[src/rtl/pipeline_hazard_ctrl.sv]
// Stall/flush controller for the 5-stage core: load-use, taken branch, memory wait.
// Optional stall_cycles counter when PIPE_STALL_CNT_EN is defined.
module pipeline_hazard_ctrl #(
  parameter int MEM_WAIT = 2,
  parameter int REG_W    = 3
) (
  input  logic             clk,
  input  logic             rst_n,
  input  logic [REG_W-1:0] id_rs,
  input  logic [REG_W-1:0] id_rt,
  input  logic             id_uses_rt,
  input  logic             ex_memRead,
  input  logic [REG_W-1:0] ex_write_reg,
  input  logic             ex_branch_taken,
  input  logic             mem_access,
  output logic             pc_en,
  output logic             if_id_en,
  output logic             id_ex_en,
  output logic             ex_mem_en,
  output logic             mem_wb_en,
  output logic             if_id_flush,
  output logic             id_ex_flush,
`ifdef PIPE_STALL_CNT_EN
  output logic [15:0]      stall_cycles,
`endif
  output logic             wait_busy
);

  typedef enum logic {S_RUN, S_WAIT} state_t;

  localparam bit         HAS_WAIT = (MEM_WAIT > 0);
  localparam logic [3:0] WAIT_LD  = HAS_WAIT ? 4'(MEM_WAIT - 1) : 4'd0;

  state_t     state, next_state;
  logic [3:0] cnt, next_cnt;
  logic       hazard, frz_run, frz_wait;
  logic       hold, br, lu;

  assign hazard = ex_memRead && (ex_write_reg != '0) &&
                  ((ex_write_reg == id_rs) ||
                   (id_uses_rt && (ex_write_reg == id_rt)));

  assign frz_run  = HAS_WAIT && (state == S_RUN) && mem_access;
  assign frz_wait = (state == S_WAIT) && (cnt != 4'd0);

  // Mutually exclusive qualifiers encode freeze > branch > load-use.
  assign hold = rst_n && (frz_run || frz_wait);
  assign br   = rst_n && !(frz_run || frz_wait) && ex_branch_taken;
  assign lu   = rst_n && !(frz_run || frz_wait) && !ex_branch_taken
                && hazard;

  assign wait_busy = (state == S_WAIT);

  always_ff @(posedge clk or negedge rst_n) begin
    if (!rst_n) begin
      state <= S_RUN;
      cnt   <= 4'd0;
    end else begin
      state <= next_state;
      cnt   <= next_cnt;
    end
  end

  always_comb begin
    next_state = state;
    next_cnt   = cnt;
    unique case (state)
      S_RUN: begin
        if (frz_run) begin
          next_state = S_WAIT;
          next_cnt   = WAIT_LD;
        end
      end
      S_WAIT: begin
        if (cnt != 4'd0) next_cnt = cnt - 4'd1;
        else next_state = S_RUN;
      end
      default: next_state = S_RUN;
    endcase
  end

  always_comb begin
    pc_en       = 1'b1;
    if_id_en    = 1'b1;
    id_ex_en    = 1'b1;
    ex_mem_en   = 1'b1;
    mem_wb_en   = 1'b1;
    if_id_flush = 1'b0;
    id_ex_flush = 1'b0;
    unique case (1'b1)
      !rst_n, hold: begin
        pc_en     = 1'b0;
        if_id_en  = 1'b0;
        id_ex_en  = 1'b0;
        ex_mem_en = 1'b0;
        mem_wb_en = 1'b0;
      end
      br: begin
        if_id_flush = 1'b1;
        id_ex_flush = 1'b1;
      end
      lu: begin
        pc_en       = 1'b0;
        if_id_en    = 1'b0;
        id_ex_flush = 1'b1;
      end
      default: ;
    endcase
  end

`ifdef PIPE_STALL_CNT_EN
  always_ff @(posedge clk or negedge rst_n) begin
    if (!rst_n) stall_cycles <= 16'd0;
    else if (!pc_en && stall_cycles != 16'hFFFF)
      stall_cycles <= stall_cycles + 16'd1;
  end
`endif

endmodule

[config.mk]
export PLATFORM = sky130hd
export DESIGN_NAME = pipeline_hazard_ctrl
export DESIGN_NICKNAME = d
export VERILOG_FILES = /design/src/rtl/pipeline_hazard_ctrl.sv
export SDC_FILE = /design/constraint.sdc
export NUM_CORES = 1
export LEC_CHECK = 0
export ABC_AREA = 0
export CORE_AREA = 2 2 39 41
export CTS_CLUSTER_SIZE = 25
export DETAILED_ROUTE_END_ITERATION = 6
export DIE_AREA = 0 0 41 43
export MAX_ROUTING_LAYER = met4
export PLACE_DENSITY = 0.68
export SLEW_MARGIN = 25
export SYNTH_ARGS = -nofsm -noshare
export SYNTH_HDL_FRONTEND = slang
export SYNTH_SLANG_ARGS = --single-unit
[constraint.sdc]
create_clock -name clk -period 2.9 [get_ports clk]
set_input_delay 0.435 -clock clk [delete_from_list [all_inputs] [get_ports clk]]
set_output_delay 0.435 -clock clk [all_outputs]
set_load 0.02 [all_outputs]
==> impl_metrics.toml <==
[run_status]
outcome = "complete, no violations"

[sta]
rsz0062_at_grt = "no"
min_period_ns = 2.65
finalHoldViolations = 0
max_freq_mhz = 377
setup_slack_ns = 0.250
slew_headroom = 0.769
fin_crit_sh = 0.914
tightest_slew_ns = 0.342
final-setup-viol-count = 0
slew_viol_final = 0
finalClockSkew_ns = 0.00292
finalSetupTns_ns = 0

[grt]
grt_max_degree = 11
grt_usage = 0.144
grt_pass1_wl_um = 1600
grt-ovfl-total = 0
grt_pass1_vias = 405
antenna_found_initial = 0

[floorplanning]
dieWidth_um = 41
ioPinCount = 23
core_area_sq_mm = 0.00138
row_count = 14
die_area_sq_mm = 0.00176
chipHeight_um = 43
initial_utilization = 0.312

[yosys]
ys_seq_elements = 5
ys_types = 24
synth_top_area_cell = "dfrtp_1"
synth.top_cells.by_area = "dfrtp_1 (29%), xnor2_1 (12%), buf_4 (5.2%), inv_1 (4.3%), nand2_1 (4.3%)"
synth-warning-count = 0
async_reset_ff_frac = 1.00
synth.net_count = 66
synth.cells.most_frequent = "xnor2_1 (6), dfrtp_1 (5), inv_1 (5), nand2_1 (5), nor2_1 (4)"
synth_edf_count = 0
yosysSeqAreaShare = 0.290
syn_inst = 50
netlist_area_sq_um = 432
synthMostInstantiatedCell = "xnor2_1"
synthFlopType = "dfrtp_1"
synth_top_area_share = 0.290
avgSynthCellArea_sq_um = 8.63

[cts]
cts_buffers = 3
postCtsSetupRepairBufs = 0
cts.sinks = 5
postCtsHoldBufs = 0
cts_tree = "yes"
cts.clk_slew.worst_paths_ns = 0.04
cts_resized = 0
clock_latency_ns = 0.24
cts_root_buf = "clkbuf_4"
clock_path_buffers = 2
htree_levels = 1

[finish]
area_growth_pct = 57.1
drive_gt1_frac = 0.137
regArea_sq_um = 125
antenna_cells = 0
multi_input_area_sq_um = 260
fin_nets = 90
fill_cells = 145

[place]
routabilityCongestion = 0.605
place_hpwl_um = 748
pre_cts_ws_ns = 0.229
port_buffers = 22

[worst_setup_path]
setup.worst_path.start_class = "input pin"
reg2reg_to = "cnt[1]"
crit_chain = "clkdlybuf4s50_1, o311ai_0, a21o_1, nor2b_2, clkdlybuf4s50_1"
r2r_cells = 5
arrival_ns = 2.21
worst-path-max-fanout = 3
cp_slowest_cell = "clkdlybuf4s50_1"
cpMostUsedCell = "clkdlybuf4s50_1"
startpoint = "ex_write_reg[0]"
cp_num_buf_inv = 2
criticalPathCategory = "in2out"
cp.required_ns = 2.47
r2r_slack_ns = 1.51
worstReg2RegStart = "cnt[0]"
crit_family = "buffers and inverters"
crit_path_end_kind = "output pin"
slowest_delay_ns = 0.61

[drt]
drc = 0
vias = 404
via_per_inst = 4.54
postRouteAntennaNets = 0
routedWlPerCell_um = 10.2
routed_wl_um = 912
firstDrtPassIters = 2
drt_first_iter_violations = 4

[power]
peakVddDrop_uv = 314
p_per_area_mw_per_mm2 = 807
p_leak_nw = 0.283

[flow_run]
drv_cap = 0

[worst_hold_path]
min_path_type = "in2async"
## flip-flops by register name, summed over array words and instances, names as in the netlist
| name | flops |
|---|---|
| cnt | 4 |
| wait_busy | 1 |
## through the flow
stage          std cells  total power [W]  hold WS [ns]  utilization  cell area, sq um
3_3_place_gp          85         0.000464         0.566        0.471               652
4_1_cts               89         0.000560         0.577        0.490               678
2_1_floorplan         50         0.000378         0.139            -               432
3_5_place_dp          85         0.000471         0.575        0.471               652
5_1_grt               89         0.000598         0.584        0.490               678
6_report              89         0.000547         0.581        0.490               678
## cell type report
class                      instances  share of cell area
sequential                         5               0.185
timing repair buffer              23               0.336
clock buffer                       4              0.0387
tap                               16              0.0295
multi-input combinational         36               0.384
inverter                           5              0.0277
## cells in the final DEF, fill, tap and decap left out, types with 2 or more instances in the layout
cell,synthesis,routed
nand2_1,5,5
a21o_1,2,2
clkdlybuf4s50_1,0,22
nand2b_1,2,2
nor3_1,2,2
inv_1,5,5
xnor2_1,6,6
o21ai_0,2,2
dfrtp_1,5,5
clkbuf_4,0,3
nor2_1,4,4
## metal layers
layer / global-route usage / routed length, um
met5: - / 0
met3: 0.0262 / 76
met1: 0.134 / 339
met4: 0.140 / 36
met2: 0.225 / 459
## how the worst max path moves through the flow
stage	slack, ns	end	cells past startpoint
after floorplan	0.94	pc_en	7
after global placement	0.29	pc_en	5
after CTS	0.22	if_id_en	5
final	0.25	if_id_en	5
after global routing	0.13	pc_en	7
after detailed placement	0.23	pc_en	5
## power breakdown
group / total [W] / leakage (nW) / internal, W / switching [W]
sequential: 0.000149 / 0.0597 / 0.000104 / 0.0000450
combinational: 0.000317 / 0.209 / 0.000172 / 0.000145
clock: 0.0000806 / 0.0150 / 0.0000520 / 0.0000286
total: 0.000547 / 0.283 / 0.000329 / 0.000219
## logic make-up (layout without fill, tap and decap cells)
group                      Yosys count  count (layout)  synth area share
xor gates and xnor gates             6               6             0.122
buffers and inverters                9              32             0.107
muxes                                2               2            0.0493
DFF                                  5               5             0.290
adders and majority gates            1               1            0.0290
AOI/OAI and AO/OA                    9               9             0.156
and+or+nand+nor                     18              18             0.246
(Power assumes the default switching activity.)
